**src/rtl/bsg_manycore_pkg.sv**
```systemverilog
// Shared types for the manycore store tracker.
//   - ret packet width macro and packed return-packet struct macro
//     (struct fields depend on module parameters, so it is declared via macro)
//   - fence FSM state enum
`ifndef BSG_MANYCORE_PKG_SV
`define BSG_MANYCORE_PKG_SV

`define BSG_MANYCORE_RET_PACKET_WIDTH(x_cord_width, y_cord_width) \
  (bsg_manycore_pkg::ret_op_width_gp + (x_cord_width) + (y_cord_width))

`define DECLARE_BSG_MANYCORE_RET_PACKET_S(x_cord_width, y_cord_width) \
  typedef struct packed { \
    logic [bsg_manycore_pkg::ret_op_width_gp-1:0] op; \
    logic [(y_cord_width)-1:0] y_cord; \
    logic [(x_cord_width)-1:0] x_cord; \
  } bsg_manycore_ret_packet_s

package bsg_manycore_pkg;

  localparam int unsigned ret_op_width_gp = 5;

  typedef enum logic [1:0] {
    eIdle,
    eWait,
    eDone
  } fence_state_e;

endpackage

`endif

```
**src/rtl/bsg_counter_up_down_sat.sv**
```systemverilog
// Saturating up/down counter.
//   clk_i, reset_n_i : clock, async active-low reset
//   up_i, down_i     : increment / decrement requests (both -> hold)
//   count_o          : current count, 0..max_val_p
//   overflow_o       : up-only request while at max_val_p (count holds)
//   underflow_o      : down-only request while at 0 (count holds)
module bsg_counter_up_down_sat #(
  parameter int unsigned width_p   = 5,
  parameter int unsigned max_val_p = 16
) (
  input  logic               clk_i,
  input  logic               reset_n_i,
  input  logic               up_i,
  input  logic               down_i,
  output logic [width_p-1:0] count_o,
  output logic               overflow_o,
  output logic               underflow_o
);

  logic at_max, at_zero;

  assign at_max      = (count_o == width_p'(max_val_p));
  assign at_zero     = (count_o == '0);
  assign overflow_o  = up_i & ~down_i & at_max;
  assign underflow_o = down_i & ~up_i & at_zero;

  always_ff @(posedge clk_i or negedge reset_n_i) begin
    if (!reset_n_i) begin
      count_o <= '0;
    end else if (up_i & ~down_i & ~at_max) begin
      count_o <= count_o + 1'b1;
    end else if (down_i & ~up_i & ~at_zero) begin
      count_o <= count_o - 1'b1;
    end
  end

endmodule

```
**src/rtl/bsg_manycore_store_tracker.sv**
```systemverilog
// Tracks remote stores issued by this tile and not yet acknowledged.
//   out_v_i/out_ready_i/out_is_store_i : outbound handshake; accepted stores count up
//   credit_avail_o  : below credit limit and no fence waiting
//   ret_v_i/ret_data_i/ret_ready_o : return network (always accepted); matching
//                     packets ({op==0, y==my_y_i, x==my_x_i}) retire a store
//   fence_v_i/fence_done_o : store fence request (level) / one-cycle completion
//   cnt_rd_v_i/cnt_rv_o/cnt_data_o : 1-cycle-latency read of the outstanding count
//   error_o         : sticky; overflow, underflow or mismatched return packet
module bsg_manycore_store_tracker
  import bsg_manycore_pkg::*;
#(
  parameter int unsigned x_cord_width_p = 4,
  parameter int unsigned y_cord_width_p = 4,
  parameter int unsigned data_width_p   = 32,
  parameter int unsigned max_out_p      = 16,
  localparam int unsigned ret_packet_width_lp =
    `BSG_MANYCORE_RET_PACKET_WIDTH(x_cord_width_p, y_cord_width_p),
  localparam int unsigned cnt_width_lp = $clog2(max_out_p + 1)
) (
  input  logic                           clk_i,
  input  logic                           reset_n_i,
  input  logic                           out_v_i,
  input  logic                           out_ready_i,
  input  logic                           out_is_store_i,
  output logic                           credit_avail_o,
  input  logic                           ret_v_i,
  input  logic [ret_packet_width_lp-1:0] ret_data_i,
  output logic                           ret_ready_o,
  input  logic [x_cord_width_p-1:0]      my_x_i,
  input  logic [y_cord_width_p-1:0]      my_y_i,
  input  logic                           fence_v_i,
  output logic                           fence_done_o,
  input  logic                           cnt_rd_v_i,
  output logic                           cnt_rv_o,
  output logic [data_width_p-1:0]        cnt_data_o,
  output logic                           error_o
);

  `DECLARE_BSG_MANYCORE_RET_PACKET_S(x_cord_width_p, y_cord_width_p);

  bsg_manycore_ret_packet_s ret_pkt;
  logic                     issue, ret_match, ret_bad;
  logic                     overflow, underflow;
  logic [cnt_width_lp-1:0]  count;
  fence_state_e             state_r, state_n;

  assign ret_pkt     = ret_data_i;
  assign ret_ready_o = 1'b1;

  assign issue     = out_v_i & out_ready_i & out_is_store_i;
  assign ret_match = ret_v_i & (ret_pkt.x_cord == my_x_i)
                             & (ret_pkt.y_cord == my_y_i)
                             & (ret_pkt.op == '0);
  assign ret_bad   = ret_v_i & ~ret_match;

  bsg_counter_up_down_sat #(
    .width_p   (cnt_width_lp),
    .max_val_p (max_out_p)
  ) counter (
    .clk_i       (clk_i),
    .reset_n_i   (reset_n_i),
    .up_i        (issue),
    .down_i      (ret_match),
    .count_o     (count),
    .overflow_o  (overflow),
    .underflow_o (underflow)
  );

  // Derived from registered count/state only, so no path from out_v_i.
  assign credit_avail_o = (count < cnt_width_lp'(max_out_p)) & (state_r != eWait);
  assign fence_done_o   = (state_r == eDone);

  always_ff @(posedge clk_i or negedge reset_n_i) begin
    if (!reset_n_i) begin
      state_r <= eIdle;
    end else begin
      state_r <= state_n;
    end
  end

  // WAIT checks the registered count, so a final retire is seen one cycle later.
  always_comb begin
    state_n = state_r;
    unique case (state_r)
      eIdle:   if (fence_v_i) state_n = eWait;
      eWait:   if ((count == '0) && !issue) state_n = eDone;
      eDone:   state_n = eIdle;
      default: state_n = eIdle;
    endcase
  end

  always_ff @(posedge clk_i or negedge reset_n_i) begin
    if (!reset_n_i) begin
      cnt_rv_o   <= 1'b0;
      cnt_data_o <= '0;
      error_o    <= 1'b0;
    end else begin
      cnt_rv_o <= cnt_rd_v_i;
      if (cnt_rd_v_i) begin
        cnt_data_o <= data_width_p'(count);
      end
      error_o <= error_o | overflow | underflow | ret_bad;
    end
  end

endmodule

```
**config.mk**
```make
export PLATFORM = sky130hd
export DESIGN_NAME = bsg_manycore_store_tracker
export DESIGN_NICKNAME = d
export VERILOG_FILES = /design/src/rtl/bsg_manycore_pkg.sv /design/src/rtl/bsg_counter_up_down_sat.sv /design/src/rtl/bsg_manycore_store_tracker.sv
export SDC_FILE = /design/constraint.sdc
export NUM_CORES = 1
export LEC_CHECK = 0
export CAP_MARGIN = 20
export CORE_AREA = 2 2 57 59
export CTS_BUF_LIST = sky130_fd_sc_hd__clkbuf_8
export DETAILED_ROUTE_END_ITERATION = 16
export DIE_AREA = 0 0 59 61
export PLACE_DENSITY_LB_ADDON = 0.05
export SLEW_MARGIN = 20
export SYNTH_ARGS = -nofsm -noshare
export SYNTH_HDL_FRONTEND = slang
export SYNTH_HIERARCHICAL = 1
export SYNTH_SLANG_ARGS = --single-unit
```
**constraint.sdc**
```tcl
create_clock -name clk_i -period 2.7 [get_ports clk_i]
set_clock_uncertainty 0.2 [all_clocks]
set_input_delay 0.675 -clock clk_i [delete_from_list [all_inputs] [get_ports clk_i]]
set_output_delay 0.675 -clock clk_i [all_outputs]
set_load 0.01 [all_outputs]
```
# After elaboration in Yosys (flattened, before gate mapping)
# Cells that the tools add are included.
# word_totals
input_bits	29
output_inout_bits	37
elab_cells	48
regBits	14
# op_classes
n_lt_le_gt_ge	1
add_sub_neg	2
n_eq_ne	8
n_reduce_logical	7
muxes	5
n_bitwise	20
# op_table
op	n
AND 1 bit	13
logical NOT 5 bit	2
2-to-1 mux 5 bit	2
== test 4 bit	2
adder 5 x 1 -> 5 bit, second input constant	1
== test 5 bit, second input constant	1
less-than comparator 5 bit, second input constant	1
subtractor 5 x 1 -> 5 bit, second input constant	1
2-to-1 mux 2 bit	2
!= test 2 bit, second input constant	2
NOT 1 bit	4
one-hot mux 2 bit (2 select lines)	1
OR 1 bit	3
== test 2 x 1 -> 1 bit, second input constant	1
== test 2 bit, second input constant	1
logical NOT 2 bit	1
!= test 2 x 1 -> 1 bit, second input constant	1
AND reduction 2 bit	1
nonzero test 2 bit	1
logical AND 1 bit	1
logical NOT 1 bit	1

# Depth between registers and ports, before layout
# depth
word_depth	10
mapped_depth	10
ltp_nobuf	10

# By module
# The synthesis kept the hierarchy.
# by_module_without_submodules
module	cells_per_inst	seq_area_each_um2	area_each_um2	instances
bsg_manycore_store_tracker	69	225.2	668.1	1
bsg_counter_up_down_sat	43	125.1	401.6	1

# Worst setup path before layout
# Ideal clock, no wire load.
# synth_path
path_kind	input-to-reg
from	in ret_data_i[8]
to	reg counter.count_o[4]
cell_stages	9
n_path_buf	0
t_required_ns	2.362
setup_slack_ns	-0.563
arrival_ns	2.925
setup_ns	0.138
cell_sequence	or4_1 > or3_1 > nor3_2 > nor2b_1 > nand2_1 > ha_1 > a21o_1 > a21oi_1 > mux4_2
# synth_via
elab_chain_len	6
elab_cells_between_ends	9
cone_classes	mux: 1; bitwise: 6; reduce/logical: 2
# synth_lines
element	line	rtl
start: declaration	bsg_manycore_store_tracker.sv:27	input logic [ret_packet_width_lp-1:0] ret_data_i,
logical NOT 5 bit (*)	bsg_manycore_store_tracker.sv:53	& (ret_pkt.op == '0);
AND 1 bit (*)	bsg_manycore_store_tracker.sv:53	
via ret_match	bsg_manycore_store_tracker.sv:42	logic issue, ret_match, ret_bad;
NOT 1 bit	bsg_counter_up_down_sat.sv:30	end else if (up_i & ~down_i & ~at_max) begin
AND 1 bit (2 in series)	bsg_counter_up_down_sat.sv:30	
2-to-1 mux 5 bit / nonzero test 2 bit (equally long branches)	n/a	
end signal: assignment	bsg_counter_up_down_sat.sv:31	count_o <= count_o + 1'b1;
end signal: assignment	bsg_counter_up_down_sat.sv:33	count_o <= count_o - 1'b1;
end: declaration	bsg_counter_up_down_sat.sv:15	output logic [width_p-1:0] count_o,
# The timed path passes the listed nets; every way through them passes the cells marked *.
# A chain may end at the register's enable or synchronous reset.

# Final worst setup path
# layout_path
from	in ret_data_i[12]
to	reg counter.count_o[4]
# The elaborated chain is that of the path after synthesis.

==> summary.md <==
| Metric | Value |
|---|---|
| Clk pin slew, worst setup/hold paths | 60 ps |
| Total Routing Usage GR | 13.2% |
| Post-synth top area cell | dfrtp_1 |
| Reg-to-reg critical path endpoint | counter/count_o[4] |
| Syn Inst Count | 112 |
| Top cell type's share of synthesized area | 32.7% |
| Failing checks | negative setup slack |
| DR WL met3 | 132 um |
| Metal2 WL | 1190 um |
| Setup violations, final | 4 |
| MaxCap Viol Count | 0 |
| Setup crit end kind | register |
| Met1 WL | 848 um |
| Status | finished with violations |
| Slew HR | 56.8% |
| Count of cell types in the netlist | 30 |
| VDD IR max | 0.289 mV |
| LEAKAGE | 0.000682 uW |
| Total Wirelength | 2190 um |
| First-pass GRT wire length | 3560 um |
| Fmax | 359 MHz |
| Initial antenna violation count | 0 |
| Min Tclk post-route | 2790 ps |
| Sequential-to-total area share from yosys stat | 32.7% |
| Routed Antenna Nets | 0 |
| Commonest cells after routing, fill and taps aside | clkdlybuf4s50_1 (33), conb_1 (28), dfrtp_1 (14), buf_4 (11), xnor2_1 (8) |
| Hold path start | state_r[1] |
| Die width | 59 um |
| Finished Layout Cells | 195 |
| Top Metal Used | met4 |
| Setup CP Type | primary input to register |
| Setup TNS Final | -277 ps |
| Synth Warn # | 6 |
| Chip Height | 61 um |
| R2R Setup Slk | 350 ps |
| Synthesized area | 0.00107 mm2 |
| Die area | 0.00360 mm2 |
| Areal power density over the cells | 697 mW/mm2 |
| Clk buf depth | 2 |
| Vias per cell | 4.44 |
| 1st-pass router iterations | 4 |
| CP Max Fanout | 4 |
| Final hold violation count | 0 |
| # DRC | 0 |
| Worst Path Arrival | 2700 ps |
| RR Startpoint | counter/count_o[2] |
| WL/cell | 11.3 um |
| CTS tree | yes |
| I/O Buffers | 37 |
| Nets | 196 |
| Hold/Removal Path Class | register to register |
| Hold buffer count at cts | 0 |
| WHS | 230 ps |
| Largest net degree at the start of global routing | 15 |
| Antenna cells | 0 |
| Final Power | 1100 uW |
| IO Pins | 66 |
| Root Driver | clkbuf_8 |
| Via Count | 865 |
| Core area | 0.00295 mm2 |
| RSZ-0062 raised after global routing | true |
| Dominant cells by area after synthesis | dfrtp_1 (33%), buf_4 (20%), xnor2_1 (6.5%) |
| Seq cells post-synth | 14 |
| Final period util | 103% |
| Total gr overflow | 0 |
| Number of global-route vias before repair | 812 |
| Worst Reg-to-Reg Cells | 7 |
| DPL Wire Length | 1860 um |
| Initial Util | 36.2% |
| Max H-tree Level | 1 |
| Clock sinks | 14 |
| WHS Endpoint | state_r[0] |
| Dpl cells | 190 |
| CTS Buf Count | 3 |
| Post-synthesis to final-layout area growth | 47.0% |
| Fin. max-slew vios | 0 |
| Slew @ Worst Pin | 647 ps |
| FP Rows | 20 |
| Hold depth | 1 |
| Final Worst Setup Slack | -87.7 ps |
| Critical path launch point type | primary input |
| Clock latency at the later pin of the worst-skew pair | 240 ps |
| Commonest non-fill, non-tap cell in the layout | clkdlybuf4s50_1 |
| Share of cells above drive strength 1 | 21.0% |
| GP Congestion | 0.824 |
| Avg Cell Area, Syn | 9.55 um2 |
| DRT iter0 DRCs | 16 |
| Worst path required time | 2620 ps |
## metal layers
layer / global-route usage, % / vias up
met5: 0 / -
met4: 6.82 / 0
met3: 1.49 / 2
met2: 23.7 / 41
met1: 15.4 / 397
li1: - / 425
## sequential cells by signal (all words and copies together) (netlist names)
| register | cells |
|---|---|
| error_o | 1 |
| counter/count_o | 5 |
| state_r | 2 |
| cnt_rv_o | 1 |
| cnt_data_o | 5 |
## metrics by stage
step	setup WS [ps]	utilization [%]	area [um2]
floorplan	-342	-	1200
global placement	-753	49.9	1470
detailed placement	-757	49.9	1470
CTS	-243	52.5	1550
global route	-208	53.3	1570
finish	-87.7	53.3	1570
## Yosys cell counts
cell	n
a211oi_1	2
nand2b_1	4
o21ai_1	2
nor3_2	1
a21o_2	1
conb_1	2
mux4_2	1
ha_1	3
xnor2_1	8
nand3_1	1
fa_1	1
nand2_1	4
xor2_1	2
a21o_1	1
nor2b_1	1
nor3_1	3
or4_1	2
a21oi_1	8
inv_1	2
mux2i_1	1
nor2_1	7
clkinv_1	1
mux2_1	5
or3_1	1
o21ai_0	1
nand4_1	2
nor4_4	1
dfrtp_1	14
and3_1	2
buf_4	28
## where the power goes
part           switching [uW]  leakage (uW)  internal, uW
Clock                    70.5     0.0000288           129
Sequential               78.8      0.000160           285
Combinational             223      0.000494           311
Total                     373      0.000682           724
## worst max path at each step
stage,start,to,slack [ps]
floorplan,ret_data_i[8],counter/count_o[3],-340
finish,ret_data_i[12],counter/count_o[4],-90
global placement,ret_data_i[8],counter/count_o[3],-750
global route,ret_data_i[12],counter/count_o[4],-210
detailed placement,ret_data_i[8],counter/count_o[3],-760
CTS,ret_data_i[12],counter/count_o[4],-240
## critical path, stage by stage
cell and delay, ps:
buf_6 90, or4_1 500, or3_4 340, nor3_4 140, nor2b_2 80, nand2_4 110, ha_4 210, a21o_1 160
a21oi_2 110, mux4_2 290
## final cells by class
class / count / area [um2]
tap: 33 / 41.3
timing repair buffer: 48 / 444
inverter: 3 / 11.3
fill: 283 / 1380
clock buffer: 4 / 55.1
sequential: 14 / 350
multi-input combinational: 93 / 671
## kinds of logic (layout without fill, tap and decap cells)
kind of cell	count (synthesis)	after routing	share of synthesized area (%)
buffers and inverters	31	55	20.7
and+or+nand+nor	29	29	15.9
AOI/OAI and AO/OA	15	15	8.07
DFF	14	14	32.7
xor gates and xnor gates	10	10	8.19
muxes	7	7	8.30
adders and majority gates	4	4	5.38
other	2	28	0.702
## timing repair
item / CTS / global route
endpoints found under the setup margin: 6 / 6
pin swaps: 10 / 6
gates resized for setup: 17 / 4
buffers inserted: 0 / 1
(Power assumes the default switching activity.)
